**config.mk**
```make
export PLATFORM = sky130hd
export DESIGN_NAME = sdio_host_cmd_phy
export DESIGN_NICKNAME = d
export VERILOG_FILES = /design/src/rtl/sdio_host_cmd_phy.sv
export SDC_FILE = /design/constraint.sdc
export NUM_CORES = 1
export LEC_CHECK = 0
export CORE_MARGIN = 4
export CORE_UTILIZATION = 59
export CTS_CLUSTER_SIZE = 16
export DETAILED_ROUTE_END_ITERATION = 8
export GPL_TIMING_DRIVEN = 0
export MAX_ROUTING_LAYER = met4
export PLACE_DENSITY = 0.82
export SLEW_MARGIN = 5
export SYNTH_ARGS = -nofsm -noshare
export SYNTH_HDL_FRONTEND = slang
export SYNTH_SLANG_ARGS = --single-unit
```
**constraint.sdc**
```tcl
create_clock -name clk -period 9.8 [get_ports clk]
set_input_delay 1.96 -clock clk [delete_from_list [all_inputs] [get_ports clk]]
set_output_delay 1.96 -clock clk [all_outputs]
set_load 0.03 [all_outputs]
```
**src/rtl/sdio_host_cmd_phy.sv**
```systemverilog
// sdio_host_cmd_phy: host CMD-line PHY, sends a 48-bit command and captures the 48-bit response
module sdio_host_cmd_phy #(
  parameter int NCR_MIN      = 2,
  parameter int RSPS_TIMEOUT = 64,
  parameter int NCC          = 8
) (
  input  logic        clk,
  input  logic        rst,
  input  logic        i_cmd_stb,
  input  logic [5:0]  i_cmd,
  input  logic [31:0] i_cmd_arg,
  input  logic        i_rsps_en,
  input  logic        i_rsps_crc_chk,
  input  logic        i_abort,
  output logic        o_cmd_phy_idle,
  output logic        o_cmd_done_stb,
  output logic        o_rsps_stb,
  output logic [39:0] o_rsps,
  output logic        o_rsps_crc_good,
  output logic        o_rsps_end_good,
  output logic        o_timeout_stb,
  output logic        o_sdio_cmd_dir,
  output logic        o_sdio_cmd_out,
  input  logic        i_sdio_cmd_in
);
  typedef enum logic [2:0] {IDLE, CMD_TX, TURN, WAIT_START, RSPS_RX, GAP} state_t;
  state_t state, state_n;
  logic [5:0] cnt, cnt_n;
  logic done_n, rsps_n, to_n;
  logic [47:0] frame;
  logic [46:0] tx_sr, rx_sr;
  logic rsps_en_q, crc_chk_q;
  function automatic logic [6:0] crc7(input logic [39:0] d);
    logic [6:0] c;
    c = '0;
    for (int i = 39; i >= 0; i--) c = {c[5:0], 1'b0} ^ ((d[i] ^ c[6]) ? 7'h09 : 7'h00);
    return c;
  endfunction
  assign frame = {2'b01, i_cmd, i_cmd_arg, crc7({2'b01, i_cmd, i_cmd_arg}), 1'b1};
  assign o_cmd_phy_idle = state == IDLE;
  // next state and strobe decode; the timeout compare uses TIMEOUT-2 so the registered
  // strobe lands RSPS_TIMEOUT cycles after the last turnaround cycle
  always_comb begin
    state_n = state;
    done_n  = 1'b0;
    rsps_n  = 1'b0;
    to_n    = 1'b0;
    if (i_abort) state_n = IDLE;
    else
      case (state)
        IDLE:       if (i_cmd_stb) state_n = CMD_TX;
        CMD_TX:     if (cnt == 6'd47) state_n = TURN;
        TURN:       if (cnt == 6'(NCR_MIN - 1)) begin
                      state_n = rsps_en_q ? WAIT_START : GAP;
                      done_n  = !rsps_en_q;
                    end
        WAIT_START: if (!i_sdio_cmd_in) state_n = RSPS_RX;
                    else if (cnt == 6'(RSPS_TIMEOUT - 2)) begin
                      state_n = GAP;
                      done_n  = 1'b1;
                      to_n    = 1'b1;
                    end
        RSPS_RX:    if (cnt == 6'd46) begin
                      state_n = GAP;
                      done_n  = 1'b1;
                      rsps_n  = 1'b1;
                    end
        GAP:        if (cnt == 6'(NCC - 1)) state_n = IDLE;
        default:    state_n = IDLE;
      endcase
    cnt_n = (state_n != state || state == IDLE) ? 6'd0 : cnt + 6'd1;
  end
  // state register
  always_ff @(posedge clk or posedge rst)
    if (rst) state <= IDLE;
    else state <= state_n;
  // pad drive, shift registers and response capture; rx_sr always holds the last 47 line samples
  always_ff @(posedge clk or posedge rst)
    if (rst) begin
      cnt             <= '0;
      tx_sr           <= '0;
      rx_sr           <= '0;
      rsps_en_q       <= 1'b0;
      crc_chk_q       <= 1'b0;
      o_sdio_cmd_dir  <= 1'b0;
      o_sdio_cmd_out  <= 1'b1;
      o_cmd_done_stb  <= 1'b0;
      o_rsps_stb      <= 1'b0;
      o_timeout_stb   <= 1'b0;
      o_rsps          <= '0;
      o_rsps_crc_good <= 1'b0;
      o_rsps_end_good <= 1'b0;
    end else begin
      cnt            <= cnt_n;
      rx_sr          <= {rx_sr[45:0], i_sdio_cmd_in};
      tx_sr          <= (state == IDLE) ? frame[46:0] : {tx_sr[45:0], 1'b0};
      if (state == IDLE && state_n == CMD_TX) begin
        rsps_en_q <= i_rsps_en;
        crc_chk_q <= i_rsps_crc_chk;
      end
      o_sdio_cmd_dir <= state_n == CMD_TX;
      o_sdio_cmd_out <= state_n != CMD_TX || (state == IDLE ? frame[47] : tx_sr[46]);
      o_cmd_done_stb <= done_n;
      o_rsps_stb     <= rsps_n;
      o_timeout_stb  <= to_n;
      if (rsps_n) begin
        o_rsps          <= rx_sr[46:7];
        o_rsps_crc_good <= !crc_chk_q || crc7(rx_sr[46:7]) == rx_sr[6:0];
        o_rsps_end_good <= i_sdio_cmd_in;
      end
    end
endmodule

```
; ---- After elaboration in Yosys (flattened, before gate mapping)
; Index checks and enable logic that the tools add are counted.
[word_totals]
register_bits = 152
in_bits = 45
output_inout_bits = 48
word_cells = 290
[classes]
addsub = 1
eq_ne = 14
muxes = 101
n_bitwise = 153
reduce_logical = 7
[op_table]
columns = op, n
row1 = $xor A7 B4 Y7, 73
row2 = $mux W4, 78
row3 = $xor A1 B1 Y1, 71
row4 = $mux W47, 1
row5 = $mux W3, 9
row6 = $eq A6 B6 Y1 const B, 3
row7 = $pmux W3 S6, 1
row8 = $xor A6 B4 Y6, 2
row9 = $mux W1, 10
row10 = $eq A7 B7 Y1, 1
row11 = $add A6 B1 Y6 const B, 1
row12 = $eq A3 B1 Y1 const B, 2
row13 = $eq A3 B2 Y1 const B, 2
row14 = $eq A3 B3 Y1 const B, 2
row15 = $eq A6 B1 Y1 const B, 1
row16 = $eq A6 B3 Y1 const B, 1
row17 = $mux W6, 1
row18 = $xor A1 B1 Y1 const B, 5
row19 = $xor A5 B4 Y5, 1
row20 = $logic_not A3 Y1, 1
row21 = $logic_or A1 B1 Y1, 3
row22 = $ne A3 B1 Y1 const B, 1
row23 = $ne A3 B3 Y1, 1
row24 = $pmux W1 S3, 1
row25 = other kinds (3), 4

; ---- Depth between registers and ports, before layout
[logic_depth]
depth_word = 115
mapped_depth = 10
ltp_nobuf = 10

; ---- Least setup slack after synthesis
; Ideal clock, no wire load.
[synth_timing]
path_type = input port to flip-flop
startpoint = input i_cmd[4]
endpoint = register tx_sr[2]
arrival_ns = 3.868
required_ns = 9.669
setup_slack_ns = 5.801
cell_stages = 8
n_path_buf = 0
cell_sequence = xnor3_1 > xnor2_2 > xnor3_1 > xnor2_2 > xnor2_1 > xor2_1 > xor2_1 > o21ai_1
[synth_via]
elab_chain_len = 56
elab_cells_between_ends = 74
cone_classes = mux: 19 / bitwise: 55
[synth_lines]
columns = element, line_no
row1 = from (decl), 10  ; input logic [5:0] i_cmd,
row2 = $xor A1 B1 Y1 *, 36  ; for (int i = 39; i >= 0; i--) c = {c[5:0], 1'b0} ^ ((d[i] ^ c[6]) ? 7'h09 : 7'h00);
row3 = $mux W4 *, 36
row4 = $xor A6 B4 Y6 *, 36
row5 = $xor A7 B4 Y7 * (3 in series), 36
row6 = $xor A1 B1 Y1 or $xor A7 B4 Y7 (tied branches), 36
row7 = $mux W4 or $xor A7 B4 Y7 (tied branches), 36
row8 = $xor A7 B4 Y7 * (4 in series), 36
row9 = $xor A1 B1 Y1 or $xor A7 B4 Y7 (tied branches), 36
row10 = [25 not listed], -
row11 = $xor A7 B4 Y7 * (4 in series), 36
row12 = $xor A1 B1 Y1 or $xor A7 B4 Y7 (tied branches), 36
row13 = $mux W4 or $xor A7 B4 Y7 (tied branches), 36
row14 = $xor A7 B4 Y7 * (7 in series), 36
row15 = $xor A1 B1 Y1 *, 36
row16 = $mux W4 *, 36
row17 = $xor A7 B4 Y7 * (2 in series), 36
row18 = $mux W47 *, 96  ; tx_sr <= (state == IDLE) ? frame[46:0] : {tx_sr[45:0], 1'b0};
row19 = to (signal assigned), 96
row20 = to (decl), 31  ; logic [46:0] tx_sr, rx_sr;
; Every way passes the cells marked *; elsewhere a longest branch is shown, timed or not.
; A chain may end at the register's enable or synchronous reset.

; ---- Final worst setup path
[layout_timing]
startpoint = register state[1]
endpoint = output o_cmd_phy_idle
[layout_via]
elab_chain_len = 1
[layout_lines]
columns = element, line_no
row1 = from (decl), 27  ; state_t state, state_n;
row2 = from (signal assigned), 76  ; else state <= state_n;
row3 = $logic_not A3 Y1, 40  ; assign o_cmd_phy_idle = state == IDLE;
row4 = to (decl), 15  ; output logic o_cmd_phy_idle,
; No other way between the ends.

==> flow_metrics.env <==
export IMPL_max_freq_mhz=196
export IMPL_finalHoldViolations=0
export IMPL_cts_hold_fix_buffers=0
export IMPL_wl_per_cell_um=16.4
export IMPL_finalWorstSetupSlack_ns=4.69
export IMPL_cts_buffer_depth=2
export IMPL_ff2ff_path_depth=8
export IMPL_ys_types=42
export IMPL_dp_hpwl_um=9800
export IMPL_hold_path_class="flip-flop to flip-flop"
export IMPL_grt_pass1_vias=4629
export IMPL_ys_ff_latch=152
export IMPL_final_layout_size_suffix_gt1_share_pct=12.9
export IMPL_numPortBuffers=92
export IMPL_rrSetupSlack_ns=7.02
export IMPL_postSynth_asyncResetShare_pct=100
export IMPL_cts_tree="built"
export IMPL_min_period_over_period_pct=52.2
export IMPL_crit_buf_inv=5
export IMPL_drc_errors=0
export IMPL_synthAdderAreaFrac_pct=0.542
export IMPL_grt_antenna_before_repair=0
export IMPL_endpoint_kind="primary output"
export IMPL_register_area_um2=3800
export IMPL_synthMuxAreaShare_pct=7.57
export IMPL_worstReg2RegStart="rx_sr[46]$_DFF_PP0_"
export IMPL_synth_edf_count=0
export IMPL_slew_headroom_pct=43.1
export IMPL_h_tree_depth=4
export IMPL_fill_cells=735
export IMPL_final_cells=827
export IMPL_required_ns=7.84
export IMPL_hp_start="rx_sr[2]$_DFF_PP0_"
export IMPL_max_stage_delay_ns=0.78
export IMPL_hold_end="rx_sr[3]$_DFF_PP0_"
export IMPL_crit_fanout=11
export IMPL_numCtsBuffers=17
export IMPL_dieWidth_um=116
export IMPL_critPathLaunchType="flip-flop"
export IMPL_final_antenna_net_count=0
export IMPL_fin_nets=721
export IMPL_clockRootBuffer="clkbuf_16"
export IMPL_dr_first_iter_drc_count=278
export IMPL_p_per_area_nw_per_um2=232
export IMPL_cts_sinks=152
export IMPL_synth_ff_type="dfrtp_1"
export IMPL_fp_dieH_um=116
export IMPL_fin_crit_ns=5.11
export IMPL_netlist_area_um2=6920
export IMPL_dieArea_um2=13500
export IMPL_p_leak_uw=0.00402
export IMPL_cts_repair_resized=0
export IMPL_grt_start_max_net_pins=92
export IMPL_path_clk_slew_ns=0.06
export IMPL_syn_area_per_cell_um2=12.3
export IMPL_synth_xor_area_share_pct=22.8
export IMPL_core_rowCount=39
export IMPL_cpLargestDelayFamily="buffers and inverters"
export IMPL_syn_instance_count=561
export IMPL_status="finished clean"
export IMPL_setup_violations=0
export IMPL_wl_um=13600
export IMPL_num_vias=4329
export IMPL_gp_congestion=0.916
export IMPL_synth_top_family_by_area="XOR/XNOR gates"
export IMPL_start_util_pct=60.4
export IMPL_overflow=0
export IMPL_dp_slack_ns=4.94
export IMPL_dp_cells=797
export IMPL_yosysWarnings=0
export IMPL_core_area_um2=11500
export IMPL_grt_total_usage_pct=22.7
export IMPL_vias_per_cell=5.23
export IMPL_fin_setup_tns_ns=0
export IMPL_critPathKind="flip-flop to primary output"
export IMPL_io_pins=93
export IMPL_grt_first_pass_wirelength_um=22500
export IMPL_num_antenna_cells=0
export IMPL_yosysSeqAreaShare_pct=55.0
export IMPL_whs_ns=0.387
export IMPL_peakVddDrop_uv=152
export IMPL_synth_compound_area_share_pct=2.13
export IMPL_cap_violations=0
export IMPL_rsz0062_at_grt="no"
export IMPL_r2r_end="o_rsps_crc_good$_DFFE_PP0P_"
export IMPL_post_cts_repair_setup_buffers=0
export IMPL_crit_top_cell="clkbuf_1"
export IMPL_critPathArrivalTime_ns=3.15
export IMPL_drv_slew=0
export IMPL_syn_nets=609
export IMPL_synthSimpleGateAreaFrac_pct=10.6
export IMPL_path_cells="clkbuf_1 > or3_1 > clkbuf_1 > inv_1 > clkbuf_1 > clkdlybuf4s50_1"
export IMPL_multi_input_area_um2=3030
export IMPL_worst_slew_pin_slew_ns=0.849
export IMPL_hold_path_cell_count=0
export IMPL_dr_pass1_iters=4
export IMPL_area_growth_pct=24.5
export IMPL_power_total_uw=2000
export IMPL_cpMaxStageDelayCell="clkdlybuf4s50_1"
export IMPL_clk_latency_ns=0.42
export IMPL_clock_skew_final_ns=0.00459
cells in the mapped netlist (2+ instances only):
master | n | area share [%]
a21oi_1 | 4 | 0.29
a31oi_1 | 2 | 0.18
clkbuf_1 | 17 | 0.92
dfrtp_1 | 151 | 55
ha_1 | 3 | 0.54
inv_1 | 7 | 0.38
mux2_2 | 43 | 7.0
mux2i_1 | 4 | 0.58
nand2_1 | 134 | 7.3
nand2b_1 | 6 | 0.54
nand3_1 | 5 | 0.36
nand4_1 | 2 | 0.18
nor2_1 | 10 | 0.54
nor2b_1 | 2 | 0.18
nor3_1 | 11 | 0.80
o211ai_1 | 2 | 0.22
o21ai_0 | 4 | 0.29
o21ai_1 | 5 | 0.36
xnor2_1 | 75 | 9.5
xnor2_2 | 7 | 1.6
xnor3_1 | 22 | 7.2
xnor3_2 | 2 | 0.69
xor2_1 | 23 | 2.9
xor3_1 | 2 | 0.69
cell families after synthesis:
family | after synthesis
and+or+nand+nor | 178
muxes | 47
adders and majority gates | 3
xor gates and xnor gates | 132
AOI/OAI and AO/OA | 24
DFF | 152
buffers and inverters | 25
cell type report:
class                   count  share of cell area, %
flip-flops and latches    152                   44.1
multi-input cells         384                   35.1
repair buffers             93                   11.0
well taps                 143                   2.08
plain buffers              18                  0.798
inverters                   7                  0.363
clock buffers              22                   5.62
clock inverters             8                  0.842
how the worst max path moves through the flow:
stage,from,slack (ns),cells after the start,to
2_1_floorplan,rst,3.75,1,cnt[0]$_DFF_PP0_
3_3_place_gp,rst,2.09,2,tx_sr[18]$_DFF_PP0_
3_5_place_dp,i_cmd[4],4.94,9,tx_sr[2]$_DFF_PP0_
4_1_cts,state[1]$_DFF_PP0_,4.68,6,o_cmd_phy_idle
5_1_grt,state[1]$_DFF_PP0_,4.51,6,o_cmd_phy_idle
6_report,state[1]$_DFF_PP0_,4.69,6,o_cmd_phy_idle
placed cells by master, fill, tap and decap left out, types with 2 or more instances in the layout:
cell type,netlist,final
nor2b_1,2,2
a31oi_1,2,2
clkinvlp_4,0,3
a21oi_1,4,4
o21ai_1,5,5
inv_1,7,6
o211ai_1,2,2
nor3_1,11,10
ha_1,3,3
mux2i_1,4,4
nand4_1,2,2
xnor3_1,22,22
o21ai_0,4,4
nor2_1,10,10
xnor2_1,75,75
clkbuf_16,0,17
clkbuf_1,17,18
xnor2_2,7,7
nand2_1,134,134
xor3_1,2,2
clkinv_2,0,4
dfrtp_1,151,151
mux2_2,43,43
clkbuf_8,0,4
nand2b_1,6,6
xnor3_2,2,2
xor2_1,23,23
clkdlybuf4s50_1,0,92
nand3_1,5,5
state kept, by name (all words and copies together), names as in the netlist, 3 cells and up:
| signal | flops |
|---|---|
| state | 3 |
| o_rsps | 40 |
| tx_sr | 47 |
| rx_sr | 47 |
| cnt | 6 |
per-stage QoR:
stage	instance area (µm²)	util (%)
detailed placement	8060	70.3
global route	8620	75.2
global placement	8020	70.0
CTS	8610	75.1
floorplan	6920	-
finish	8620	75.2
power breakdown:
part           internal, µW  switching [µW]
sequential              690            26.7
combinational           351             321
clock                   371             236
per-layer routing:
metal  part of all wire (%)  GRT usage [%]
met1                     42           27.0
met3                    4.4           5.23
met4                    1.8           8.66
met2                     52           37.8
met5                      0              -
(Power assumes the default switching activity.)
